`src/rtl/pipe_ctrl.sv`:
```
// Y86-64 pipeline control: hazard stall/bubble steering, run/stop FSM, saturating hazard counters.
// Optional debug single-step (PAUSE state) is built when PIPE_CTRL_STEP_EN is defined.

module pipe_ctrl_satcnt #(
    parameter int CNT_W = 32
) (
    input  logic             clk,
    input  logic             rst,
    input  logic             inc,
    output logic [CNT_W-1:0] cnt
);
    always_ff @(posedge clk) begin
        if (rst)
            cnt <= '0;
        else if (inc && (cnt != {CNT_W{1'b1}}))
            cnt <= cnt + 1'b1;
    end
endmodule

module pipe_ctrl #(
    parameter int CNT_W = 32
) (
    input  logic             clk,
    input  logic             rst,
    input  logic [3:0]       D_icode,
    input  logic [3:0]       E_icode,
    input  logic [3:0]       M_icode,
    input  logic [3:0]       E_dstM,
    input  logic [3:0]       d_srcA,
    input  logic [3:0]       d_srcB,
    input  logic             e_Cnd,
    input  logic [3:0]       m_stat,
    input  logic [3:0]       W_stat,
    input  logic             step_mode,
    input  logic             step_pulse,
    output logic             F_stall,
    output logic             D_stall,
    output logic             E_stall,
    output logic             M_stall,
    output logic             W_stall,
    output logic             D_bubble,
    output logic             E_bubble,
    output logic             M_bubble,
    output logic             set_cc,
    output logic [3:0]       cpu_stat,
    output logic             halted,
    output logic [CNT_W-1:0] loaduse_cnt,
    output logic [CNT_W-1:0] mispred_cnt,
    output logic [CNT_W-1:0] ret_cnt
);
    localparam logic [3:0] I_JXX    = 4'h7;
    localparam logic [3:0] I_MRMOVQ = 4'h5;
    localparam logic [3:0] I_OPQ    = 4'h6;
    localparam logic [3:0] I_RET    = 4'h9;
    localparam logic [3:0] I_POPQ   = 4'hB;
    localparam logic [3:0] RNONE    = 4'hF;
    localparam logic [3:0] S_AOK    = 4'h1;
    localparam logic [3:0] S_HLT    = 4'h2;
    localparam logic [3:0] S_ADR    = 4'h3;
    localparam logic [3:0] S_INS    = 4'h4;
    localparam int NCNT = 3;

    typedef enum logic [1:0] {RUN, PAUSE, STOPPED} state_t;
    state_t state;

    logic loaduse, mispred, ret_h, exc, m_exc, w_exc;
    logic advance, run_out;

    assign loaduse = ((E_icode == I_MRMOVQ) || (E_icode == I_POPQ)) && (E_dstM != RNONE) &&
                     ((E_dstM == d_srcA) || (E_dstM == d_srcB));
    assign mispred = (E_icode == I_JXX) && !e_Cnd;
    assign ret_h   = (D_icode == I_RET) || (E_icode == I_RET) || (M_icode == I_RET);
    assign m_exc   = (m_stat == S_HLT) || (m_stat == S_ADR) || (m_stat == S_INS);
    assign w_exc   = (W_stat == S_HLT) || (W_stat == S_ADR) || (W_stat == S_INS);
    assign exc     = m_exc || w_exc;

`ifdef PIPE_CTRL_STEP_EN
    assign advance = (state == RUN) || ((state == PAUSE) && step_pulse);
`else
    assign advance = (state == RUN);
    logic unused_step;
    assign unused_step = step_mode ^ step_pulse;
`endif

    // The reset cycle drives RUN controls regardless of the state being left.
    assign run_out = advance || rst;

    always_comb begin
        F_stall  = 1'b1;
        D_stall  = 1'b1;
        E_stall  = 1'b1;
        M_stall  = 1'b1;
        W_stall  = 1'b1;
        D_bubble = 1'b0;
        E_bubble = 1'b0;
        M_bubble = 1'b0;
        set_cc   = 1'b0;
        if (run_out) begin
            F_stall  = loaduse || ret_h;
            D_stall  = loaduse;
            E_stall  = 1'b0;
            M_stall  = 1'b0;
            W_stall  = (W_stat != S_AOK);
            // loaduse stalls D, so a pending ret must not also bubble it
            D_bubble = mispred || (ret_h && !loaduse);
            E_bubble = mispred || loaduse;
            M_bubble = exc;
            set_cc   = (E_icode == I_OPQ) && !exc;
        end
    end

    always_ff @(posedge clk) begin
        if (rst) begin
            state    <= RUN;
            cpu_stat <= S_AOK;
            halted   <= 1'b0;
        end else begin
            case (state)
                RUN: begin
                    if (W_stat != S_AOK) begin
                        state    <= STOPPED;
                        cpu_stat <= W_stat;
                        halted   <= 1'b1;
                    end
`ifdef PIPE_CTRL_STEP_EN
                    else if (step_mode)
                        state <= PAUSE;
`endif
                end
                PAUSE: begin
                    if (step_pulse && (W_stat != S_AOK)) begin
                        state    <= STOPPED;
                        cpu_stat <= W_stat;
                        halted   <= 1'b1;
                    end else if (!step_mode)
                        state <= RUN;
                end
                STOPPED: state <= STOPPED;
                default: state <= RUN;
            endcase
        end
    end

    logic [NCNT-1:0]            cnt_inc;
    logic [NCNT-1:0][CNT_W-1:0] cnt_q;

    assign cnt_inc[0] = advance && loaduse;
    assign cnt_inc[1] = advance && mispred;
    assign cnt_inc[2] = advance && ret_h && !loaduse;

    genvar g;
    generate
        for (g = 0; g < NCNT; g++) begin : g_cnt
            pipe_ctrl_satcnt #(.CNT_W(CNT_W)) u_cnt (
                .clk (clk),
                .rst (rst),
                .inc (cnt_inc[g]),
                .cnt (cnt_q[g])
            );
        end
    endgenerate

    assign loaduse_cnt = cnt_q[0];
    assign mispred_cnt = cnt_q[1];
    assign ret_cnt     = cnt_q[2];
endmodule

```
`config.mk`:
```
export PLATFORM = sky130hd
export DESIGN_NAME = pipe_ctrl
export DESIGN_NICKNAME = d
export VERILOG_FILES = /design/src/rtl/pipe_ctrl.sv
export SDC_FILE = /design/constraint.sdc
export NUM_CORES = 1
export LEC_CHECK = 0
export ABC_AREA = 0
export ABC_CLOCK_PERIOD_IN_PS = 5900
export BUFFER_PORTS_ARGS = -buffer_cell sky130_fd_sc_hd__buf_2
export CAP_MARGIN = 15
export CORE_MARGIN = 5
export CORE_UTILIZATION = 35
export CTS_BUF_LIST = sky130_fd_sc_hd__clkbuf_8
export DETAILED_ROUTE_END_ITERATION = 6
export GPL_ROUTABILITY_DRIVEN = 0
export GPL_TIMING_DRIVEN = 0
export REMOVE_ABC_BUFFERS = 1
export SKIP_CTS_REPAIR_TIMING = 1
export SLEW_MARGIN = 20
export SYNTH_ARGS = -nofsm -noshare
export SYNTH_HDL_FRONTEND = slang
export SYNTH_SLANG_ARGS = --single-unit
```
`constraint.sdc`:
```
create_clock -name clk -period 5.9 [get_ports clk]
set_input_delay 0.59 -clock clk [delete_from_list [all_inputs] [get_ports clk]]
set_output_delay 0.59 -clock clk [all_outputs]
set_load 0.01 [all_outputs]
```
==> flow_results.org, run 1 <==
** Status
- Result of the run :: complete, no violations

** Detailed routing
- Post-DR wirelength/cell :: 15.2 microns
- The count of nets left with antenna violations once routing finished came out at 0.
- The first routing iteration left 303 violations.
- For this run, design rule violations remaining after detail routing come to 0.
- Post-detailed-route via-to-cell ratio :: roughly 5.4
- Iteration count of the initial detailed-routing pass :: 4
- Total number of vias :: between 5000 and 6000
- Routed wire length :: about 14000 microns

** CTS
- In this run the number of H-tree levels came out at 3.
- Clock latency of the later-clocked register in the worst-skew pair :: 0.38 ns
- Maximum count of clock buffers along a single path :: 2
- TritonCTS built the clock tree.
- TritonCTS buffer count :: 9
- Clock transition at path regs :: about 0.10 ns
- Sink count of the clock tree :: 102
- The tree is rooted in a clkbuf_8.

** Worst setup path
- WS Path Type :: in -> reg
- Critical path peak fanout :: 30
- For the worst setup path, the data arrival time is ~3.7 ns.
- Kind of start point of the critical path :: primary input
- Required arrival time at the worst endpoint :: between 6 and 7 ns
- The worst setup path is captured at a register.

** STA
- Timing-limited maximum frequency :: about 290 MHz
- Headroom to the max-slew limit :: between 30% and 40%
- In the finished design, the share of the clock period the worst path needs comes to a little under 60%.
- Subtracting the final worst setup slack from the clock period gives around 3.4 ns.
- At the pin with the least slew margin, the transition time is 1.00 ns.
- Final number of setup-violating endpoints :: 0
- Count of endpoints failing hold in the final timing report :: 0
- Clock skew on the completed layout was measured at a little under 0.01 ns.
- Number of pins exceeding their max-slew limit in the final report :: 0
- Setup Total Neg Slack :: 0 ns
- Unrepaired setup endpoints after global routing :: no

** Synthesis
- The Yosys step of the flow raised 0 warnings.
- Count of cell types in the netlist :: 57
- Number of synthesized flops with an enable pin :: 0
- FF+latch count, synth :: between 100 and 150
- Mean cell area of the mapped netlist :: 8.35 sq um
- Area share of the largest cell type after synthesis :: a little under 40%
- Cell taking the most area after synthesis :: dfxtp_1
- Counting flops with an async set or reset pin after synthesis yields a share of 0%.
- Part of the Yosys area used for sequential elements :: a little under 40%
- The most used flip-flop cell after synthesis is dfxtp_1.
- The cell count after synthesis came out at between 600 and 700.
- Leading cell types by total area after synthesis :: dfxtp_1, xor2_1, nor2_1, nand4_1, nand3_1
- The cell area that synthesis handed to floorplanning was about 5300 sq um.

** Place
- Post-DP HPWL :: about 11000 microns
- Number of port buffers :: ~140
- Cell Count Post-Placement :: roughly 930

** GRT
- Antenna violations before repair :: 1
- Global Route Usage Sum :: between 15 and 20%
- The number of global-route vias before repair came to 4707.
- Pin count of the biggest net entering global routing :: 56
- The first global-routing pass estimated between 20000 and 25000 microns of wire.
- Summed over all layers, the global routing overflow is 0.

** Power and ir drop
- For this design the ratio of total power to cell area is roughly 200 nW/um^2.
- Leakage component of the power :: ~2.6 nW
- Peak supply drop :: ~120 uV

** Layout
- Fin util :: between 40% and 50%
- In the final design database the tool counted ~800 nets.
- After the flow finishes, the layout carries non-filler instances totaling around 950.
- In the final layout, the share of cells above drive strength 1 is approximately 23%.
- Compared with the post-synthesis result, the final layout area differs by 20.7%.

** Job
- Reported max-cap violation count :: 0

** Floorplan
- The floorplan step defined a core boundary enclosing around 15000 sq um.
- Starting utilization of the core area :: between 30% and 40%
- Die Y-Extent :: between 100 and 150 microns
- For this design the top-level I/O count stands at 147.
- Die Outline Area :: between 15000 and 20000 sq um
- Total number of placement rows :: between 40 and 50
- Horiz. Die Dim :: approximately 130 microns

** Min path
- Worst hold path class :: reg -> reg
path summary, 6_finish.rpt:
kind | cells after the start | slack [ns] | endpoint | from
worst max-delay path | 7 | 2.48 | g_cnt[2].u_cnt.cnt[8] | E_dstM[1]
worst min-delay path | 2 | 0.49 | halted | halted
worst max register to register | 6 | 3.08 | g_cnt[0].u_cnt.cnt[19] | g_cnt[0].u_cnt.cnt[27]
worst min register to register | 2 | 0.49 | halted | halted
cell type report:
cell class	instances	area, sq um
tap	184	230
antenna	1	2.50
clock buffer	9	124
sequential	102	2040
inverter	10	37.5
timing repair buffer	145	743
clock inverter	7	98.8
multi-input combinational	493	3060
fill	1484	8300
synth_stat cells, types with 4 or more instances:
cell,number
a21oi_1,30
or3_1,18
o21ai_0,17
nor2b_1,7
clkbuf_1,13
nand4_1,48
dfxtp_1,102
inv_1,10
and3_1,21
buf_2,7
nor2_1,88
xnor2_1,18
o31ai_1,7
and4_1,11
nor4_2,4
xor2_1,54
nand2_1,44
nor4_1,9
or4_1,11
nand3_1,38
mux2i_1,4
nor3_1,16
per-stage QoR:
stage | setup slack, ns | area (sq um) | hold slack, ns | power (mW)
3_3_place_gp | 2.19 | 6090 | 0.449 | 0.775
4_1_cts | 2.55 | 6340 | 0.475 | 1.29
3_5_place_dp | 2.14 | 6110 | 0.464 | 0.779
5_1_grt | 2.23 | 6340 | 0.488 | 1.32
2_1_floorplan | 3.03 | 5140 | 0.503 | 0.737
6_report | 2.48 | 6340 | 0.486 | 1.27
cells in the final DEF (no fill, tap or decap), drive strengths merged, types with 9 or more instances in the layout:
cell    count
buf       145
or3        18
nand3      39
nand4      49
xor2       54
and3       21
nor4       14
o21ai      19
a21oi      30
clkbuf      9
nor3       17
xnor2      18
or4        12
inv        12
nand2      44
nor2       88
and4       11
dfxtp     102
registers in the layout (all words and copies together) (netlist names):
register and flops:
state 1, halted 1, g_cnt.u_cnt.cnt 96, cpu_stat 4
where the power goes:
group	switching, mW	leakage [nW]	internal, mW
Clock	0.261	0.109	0.241
Sequential	0.00358	0.823	0.691
Combinational	0.0428	1.65	0.0255
Total	0.308	2.58	0.958
logic make-up after synthesis:
family | Yosys count | synth area share (%)
AOI/OAI and AO/OA | 72 | 8.46
xor gates and xnor gates | 72 | 12.0
adders and majority gates | 3 | 0.715
buffers and inverters | 34 | 2.81
DFF | 102 | 38.9
muxes | 6 | 1.19
and+or+nand+nor | 340 | 35.9
routing by layer:
metal	wire length [microns]	track usage [%]	part of all wire (%)
met4	180	5.20	1.2
met2	6690	24.8	46
met3	906	5.39	6.3
met5	0	0	0
met1	6670	20.6	46
worst max-delay path, stage by stage:
cell,delay (ns)
buf_2,0.12
xor2_1,0.21
nor4_2,0.10
o21ai_1,0.69
nand3_1,0.94
or4b_2,0.91
a21oi_1,0.16
No activity file was read; power rests on OpenSTA's default activity.
==> run 2, diff against run 1 <==
--- a/config.mk
+++ b/config.mk
@@ -6,7 +6,7 @@
 export NUM_CORES = 1
 export LEC_CHECK = 0
 export ABC_AREA = 0
-export ABC_CLOCK_PERIOD_IN_PS = 5900
+export ABC_CLOCK_PERIOD_IN_PS = 2900
 export BUFFER_PORTS_ARGS = -buffer_cell sky130_fd_sc_hd__buf_2
 export CAP_MARGIN = 15
 export CORE_MARGIN = 5
==> constraint.sdc (replaced) <==
create_clock -name clk -period 2.9 [get_ports clk]
set_input_delay 0.29 -clock clk [delete_from_list [all_inputs] [get_ports clk]]
set_output_delay 0.29 -clock clk [all_outputs]
set_load 0.01 [all_outputs]
==> run 2 against run 1 <==
  * Register-to-register slack got worse by 2.8 ns
  * Flip-flop and latch count unchanged
  * Die area stayed put
  * Critical endpoint is now g_cnt[0].u_cnt.cnt[19]
  * Sequential share of layout area is 0.070 points lower
  * Utilization up 0.094 points
  * Power rose by 100%
  * Clock-buffer cell count is the same
  * Design area rose by 0.22%
  * Setup slack worse by 2.2 ns
  * Highest routed layer unchanged
  * Non-clock buffer count stayed put
==> flow_results.org, run 2 (same netlist as run 1, synthesis figures left out) <==
** Worst setup path
- The worst path arrival time was 2.88 ns (was 3.73 ns).
- The required time reported for the critical path endpoint came to 3.15 ns (was 6.22 ns).
- CP Capture Type :: register (unchanged)
- WS Path Type :: reg -> reg (was in -> reg)
- The maximum net fanout on the critical path is 20 (was 30).
- The startpoint class of the critical path is a register (was primary input).

** Place
- The number of buffers added on ports was 144 (unchanged).
- Placed inst area :: 6110 sq um (unchanged)
- The placement-stage worst setup slack is -0.564 ns (was 2.14 ns).
- The half-perimeter wire length after placement is 10500 microns (unchanged).

** GRT
- Routing layer with the top usage in global route :: met2 (unchanged)
- Vias in the first global route :: 4707 (unchanged)
- The total grt overflow is 0 (unchanged).
- Pin count of the biggest net entering global routing :: 56 (unchanged)
- The met3 capacity usage during global routing was 5.39% (unchanged).
- The number of antenna violations at the first check in global routing is 1 (unchanged).
- Global Route Usage Sum :: 15.9% (unchanged)
- The global-route track usage on met1 came to 20.6% (unchanged).
- The met2 track utilization from global routing came to 24.8% (unchanged).
- Global-route wire length before repair :: 23400 microns (unchanged)

** Power and ir drop
- Leakage component of the power :: 2.58 nW (about the same)
- Peak supply drop :: 242 uV (was 119 uV)
- The post-layout total power is 2.58 mW (was 1.27 mW).
- Cell area power density :: 405 nW/um^2 (was 200 nW/um^2)

** Status
- Result of the run: complete, no violations (unchanged).

** Layout
- Register area :: 2040 sq um (unchanged)
- The area of the multi-input gates is 3080 sq um (was 3060 sq um).
- The most common cell after layout, fill and taps aside is buf_2 (unchanged).
- Layout Cell Area excl Fill :: 6350 sq um (was 6340 sq um)
- The layout overhead on the synthesized area came to 21.0% (was 20.7%).
- Largest register by flop count :: g_cnt.u_cnt.cnt (unchanged)
- Number of filler cells placed in the layout :: 1481 (was 1484)
- Most frequent cells in the layout :: buf_2, dfxtp_1, nor2_1 (unchanged)
- The number of flip-flops under the largest register name came to 96 (unchanged).
- The net count reported at finish is 801 (unchanged).
- The fraction of final layout cells with drive strength greater than 1 is 23.4% (was 23.0%).
- Regs by FF count :: g_cnt.u_cnt.cnt: 96 flops, cpu_stat: 4 flops (unchanged)

** STA
- Number of pins exceeding their max-slew limit in the final report :: 0 (unchanged)
- Unrepaired setup endpoints after global routing: no (unchanged).
- Headroom to the max-slew limit :: 36.5% (was 33.0%)
- Transition at the pin with the smallest max-transition slack :: 0.952 ns (was 1.00 ns)
- The final worst-path setup slack is 0.275 ns (was 2.48 ns).
- Layout Skew :: 0.0117 ns (was 0.00987 ns)
- Final worst-path cycle share :: 90.5%
- The final-report setup violation count came to 0 (unchanged).
- Timing-limited maximum frequency :: 381 MHz
- Count of endpoints failing hold in the final timing report :: 0 (unchanged)
- Crit path time final :: 2.62 ns

** CTS
- Maximum count of clock buffers along a single path :: 2 (unchanged)
- Root buf cell :: clkbuf_8 (unchanged)
- Maximum level of the CTS H-tree :: 3 (unchanged)
- The number of CTS-inserted buffers came to 9 (unchanged).
- Sink count of the clock tree :: 102 (unchanged)
- The TritonCTS clock tree is yes (unchanged).
- Clock latency of the later-clocked register in the worst-skew pair :: 0.39 ns (was 0.38 ns)
- Clock transition at path regs :: 0.10 ns (about the same)

** Floorplan
- Total number of placement rows :: 44 (unchanged)
- The number of primary I/O pins came to 147 (unchanged).
- The die area came to 17600 sq um (unchanged).
- The overall die height is 132 microns (unchanged).
- Starting utilization of the core area :: 35.9% (unchanged)
- Horiz. Die Dim :: 132 microns (unchanged)
- The area of the core region came to 14600 sq um (unchanged).

** Detailed routing
- The remaining antenna violation count was 0 (unchanged).
- Post-DR wirelength/cell :: 15.2 microns (about the same)
- The via density per instance was 5.41 (was 5.40).
- Iteration count of the initial detailed-routing pass :: 5 (was 4)
- Violation count after the first detailed-routing iteration :: 310 (was 303)
- Number of remaining DRC errors :: 0 (unchanged)
- Routed wire length :: 14500 microns (was 14400 microns)
- Total number of vias :: 5142 (was 5135)

** Job
- Reported max-cap violation count :: 0 (unchanged)

** Min path
- The path class of the lowest-slack min-delay path was in -> reg (was reg -> reg).
## run 2: cell counts in the layout (fill, tap and decap cells not counted)
Identical to the previous run, type by type.
## run 2: path summary, 6_finish.rpt
kind                          start                endpoint  slack (ns)  depth (start not counted)
max          g_cnt[0].u_cnt.cnt[27]  g_cnt[0].u_cnt.cnt[19]        0.28                          6
min reg2reg             cpu_stat[0]             cpu_stat[0]        0.49                          2
max reg2reg  g_cnt[0].u_cnt.cnt[27]  g_cnt[0].u_cnt.cnt[19]        0.28                          6
min                       W_stat[0]             cpu_stat[0]        0.20                          3
## run 2: per-stage QoR
step | setup TNS [ns] | std cells | hold WS (ns) | utilization (%)
global route | 0 | 951 | 0.188 | 43.4
global placement | -4.40 | 933 | 0.449 | 41.6
finish | 0 | 951 | 0.200 | 43.4
detailed placement | -5.10 | 934 | 0.464 | 41.8
floorplan | 0 | 605 | 0.359 | -
CTS | -0.169 | 950 | 0.175 | 43.3
## run 2: layout make-up
| class | count | share of cell area (%) |
|---|---|---|
| multi-input cells | 493 | 48.4 |
| flip-flops and latches | 102 | 32.1 |
| repair buffers | 145 | 11.7 |
| well taps | 184 | 3.62 |
| clock buffers | 9 | 1.95 |
| clock inverters | 7 | 1.56 |
| inverters | 10 | 0.591 |
| diodes | 1 | 0.0394 |
## run 2: critical path, stage by stage, from the launching register on
cell and delay (ns):
dfxtp_1 0.44, nand4_1 0.22, nor3_1 0.68, nand3_2 0.54
nand4_1 0.39, xor2_1 0.18, nor2_1 0.05
## run 2: metal layers
metal	wire length (microns)	vias up
li1	-	2546
met1	6730	2448
met2	6730	137
met3	827	11
met4	166	0
met5	0	-
## run 2: power breakdown
| part | internal, mW | switching [mW] | leakage, nW | total, mW |
|---|---|---|---|---|
| clock network | 0.491 | 0.531 | 0.109 | 1.02 |
| logic | 0.0521 | 0.0873 | 1.65 | 0.139 |
| registers | 1.41 | 0.00723 | 0.823 | 1.41 |
==> run 3, diff against run 2 <==
--- a/config.mk
+++ b/config.mk
@@ -9,6 +9,7 @@
 export ABC_CLOCK_PERIOD_IN_PS = 2900
 export BUFFER_PORTS_ARGS = -buffer_cell sky130_fd_sc_hd__buf_2
 export CAP_MARGIN = 15
+export CORE_ASPECT_RATIO = 1.5
 export CORE_MARGIN = 5
 export CORE_UTILIZATION = 35
 export CTS_BUF_LIST = sky130_fd_sc_hd__clkbuf_8
==> run 3 against run 2 <==
  * Hold slack worse by 0.011 ns
  * Global-route usage is 0.46 points higher
  * Utilization is 0.31 points higher
  * Design area is 0.83% higher
  * Setup slack better by 0.087 ns
  * Clock skew is 0.0036 ns higher
  * Register-to-register slack better by 0.14 ns
  * Sequential power hardly changed
  * Cell count is 1.2% higher
==> flow_results.org, run 3 (same netlist as run 1, synthesis figures left out) <==
** CTS
- The number of levels the H-tree was split into was 3 (unchanged).
- Sink count of the clock tree :: 102 (unchanged)
- Clock latency of the later-clocked register in the worst-skew pair :: 0.36 ns (was 0.39 ns)
- Root buf cell :: clkbuf_8 (unchanged)
- The number of buffers on the longest clock path came to 2 (unchanged).
- The register clock-pin slew on the reported worst setup and hold paths was 0.10 ns (about the same).
- CTS tree :: yes (unchanged)
- The number of CTS-inserted buffers was 9 (unchanged).

** Min path
- Launch point of the worst hold path :: W_stat[0] (unchanged)
- Worst Hold Endpoint :: cpu_stat[0] (unchanged)
- The worst hold path depth came to 3 (unchanged).
- Worst hold path class :: in -> reg (unchanged)

** STA
- The setup total negative slack was 0 ns (unchanged).
- The hold slack is 0.190 ns (was 0.200 ns).
- Final number of setup-violating endpoints :: 0 (unchanged)
- Transition at the pin with the smallest max-transition slack :: 0.974 ns (was 0.952 ns)
- The final count of pins violating max slew came to 0 (unchanged).
- Crit path time final :: 2.54 ns (was 2.62 ns)
- Unrepaired setup endpoints after global routing :: no (unchanged)
- Final worst-path cycle share :: 87.5% (was 90.5%)
- The total count of hold-check failures in the final report was 0 (unchanged).
- Timing-limited maximum frequency :: 394 MHz (was 381 MHz)
- The relative slew slack is 34.6% (was 36.5%).
- The final clock skew is 0.0153 ns (was 0.0117 ns).

** Worst setup path
- Critical path peak fanout :: 30 (was 20)
- Worst endpoint data arrival time :: 2.83 ns (was 2.88 ns)
- The required time reported for the critical path endpoint came to 3.19 ns (was 3.15 ns).
- The start of the worst register-to-register path is state[1] (was g_cnt[0].u_cnt.cnt[27]).
- Critical Path Source :: E_dstM[2] (was g_cnt[0].u_cnt.cnt[27])
- The category of the worst setup path capture point was a register (unchanged).
- Setup slack of the most critical reg-to-reg path :: 0.42 ns (was 0.28 ns)
- The startpoint class of the critical path is a primary input (was register).
- Worst r2r dst :: g_cnt[0].u_cnt.cnt[21] (was g_cnt[0].u_cnt.cnt[19])
- WS Path Type :: in -> reg (was reg -> reg)
- Worst-case reg-to-reg path depth :: 5 (was 6)

** GRT
- Vias in the first global route :: 4860 (was 4707)
- The number of antenna violations at the first check in global routing is 0 (was 1).
- The total grt overflow came to 0 (unchanged).
- The total global-route track usage was 16.3% (was 15.9%).
- Pin count of the biggest net entering global routing :: 74 (was 56)
- The wire length of the first global-routing pass came to 23600 microns (was 23400 microns).

** Power and ir drop
- The largest voltage drop on the vdd net was 194 uV (was 242 uV).
- The power per standard cell area is 412 nW/um^2 (was 405 nW/um^2).
- The leakage power total was 2.60 nW (was 2.58 nW).

** Place
- The number of placed cells counting well taps was 946 (was 934).
- Post-DP HPWL :: 10900 microns (was 10500 microns)
- Number of port buffers :: 144 (unchanged)
- The post-detailed-placement cell area is 6140 sq um (was 6110 sq um).

** Floorplan
- The effective utilization at floorplan is 35.8% (was 35.9%).
- Total number of placement rows :: 54 (was 44)
- The area of the core region came to 14700 sq um (was 14600 sq um).
- The overall die height came to 160 microns (was 132 microns).
- The number of primary I/O pins came to 147 (unchanged).
- Die Outline Area :: 17600 sq um (about the same)
- The die extent in x came to 110 microns (was 132 microns).

** Detailed routing
- Number of remaining DRC errors :: 0 (unchanged)
- Count of antenna-violating nets left after detailed routing :: 0 (unchanged)
- The detail-routed net length per standard cell came to 15.3 microns (was 15.2 microns).
- The iteration count of the initial detailed-routing pass was 4 (was 5).
- The via density per instance came to 5.34 (was 5.41).
- Violation count after the first detailed-routing iteration :: 272 (was 310)
- The final wirelength is 14700 microns (was 14500 microns).
- The via total after detailed routing is 5133 (was 5142).

** Layout
- Largest register FFs :: 96 (unchanged)
- Largest register by flop count :: g_cnt.u_cnt.cnt (unchanged)
- The fraction of final layout cells with drive strength greater than 1 was 23.5% (was 23.4%).
- The most common cell after layout, fill and taps aside is buf_2 (unchanged).
- The layout overhead on the synthesized area is 22.0% (was 21.0%).
- The net count reported at finish is 801 (unchanged).
- Regs by FF count :: g_cnt.u_cnt.cnt: 96 flops, cpu_stat: 4 flops (unchanged)
- Layout Cell Area excl Fill :: 6410 sq um (was 6350 sq um)
- The final instance count without filler cells was 962 (was 951).
- The antenna cell count came to 0 (was 1).
- Most frequent cells in the layout :: buf_2, dfxtp_1, nor2_1 (unchanged)

** Job
- Reported max-cap violation count :: 0 (unchanged)

** Status
- Result of the run :: complete, no violations (unchanged)
run 3: cell type report:
type	count	area, sq um
flip-flops and latches	102	2040
multi-input cells	493	3080
inverters	10	37.5
repair buffers	145	751
clock inverters	6	109
well taps	196	245
fillers	1496	8260
clock buffers	10	138
run 3: how the worst max path moves through the flow:
stage	endpoint	slack (ns)	cells past startpoint
4_1_cts	g_cnt[2].u_cnt.cnt[8]	-0.15	7
3_3_place_gp	g_cnt[2].u_cnt.cnt[8]	-0.50	7
6_report	g_cnt[2].u_cnt.cnt[8]	0.36	7
3_5_place_dp	g_cnt[2].u_cnt.cnt[8]	-0.55	7
5_1_grt	g_cnt[0].u_cnt.cnt[19]	0.16	6
2_1_floorplan	g_cnt[2].u_cnt.cnt[8]	0.33	6
run 3: stage by stage:
stage                     setup slack, ns  power, mW  util (%)
after floorplan                     0.332       1.50         -
after global placement             -0.502       1.58      41.7
after detailed placement           -0.552       1.58      41.9
after CTS                          -0.149       2.69      43.5
after global routing                0.156       2.76      43.7
final                               0.363       2.64      43.7
run 3: layer usage:
layer  vias up  global-route usage, %  share of wire, %
li1       2541                      -                 -
met4         0                   6.24               2.5
met2       136                   28.4                50
met5         -                      0                 0
met3        22                   3.07               5.8
met1      2434                   19.5                42
run 3: critical path, stage by stage:
cell,delay [ns]
buf_2,0.13
xor2_1,0.21
nor4_2,0.08
o21ai_1,0.77
nand3_4,0.46
or4b_2,0.73
a21oi_1,0.15
run 3: where the power goes:
| part | total (mW) | internal [mW] | switching (mW) |
|---|---|---|---|
| clock | 1.09 | 0.596 | 0.492 |
| sequential | 1.41 | 1.41 | 0.00668 |
| combinational | 0.138 | 0.0535 | 0.0844 |
| total | 2.64 | 2.06 | 0.583 |
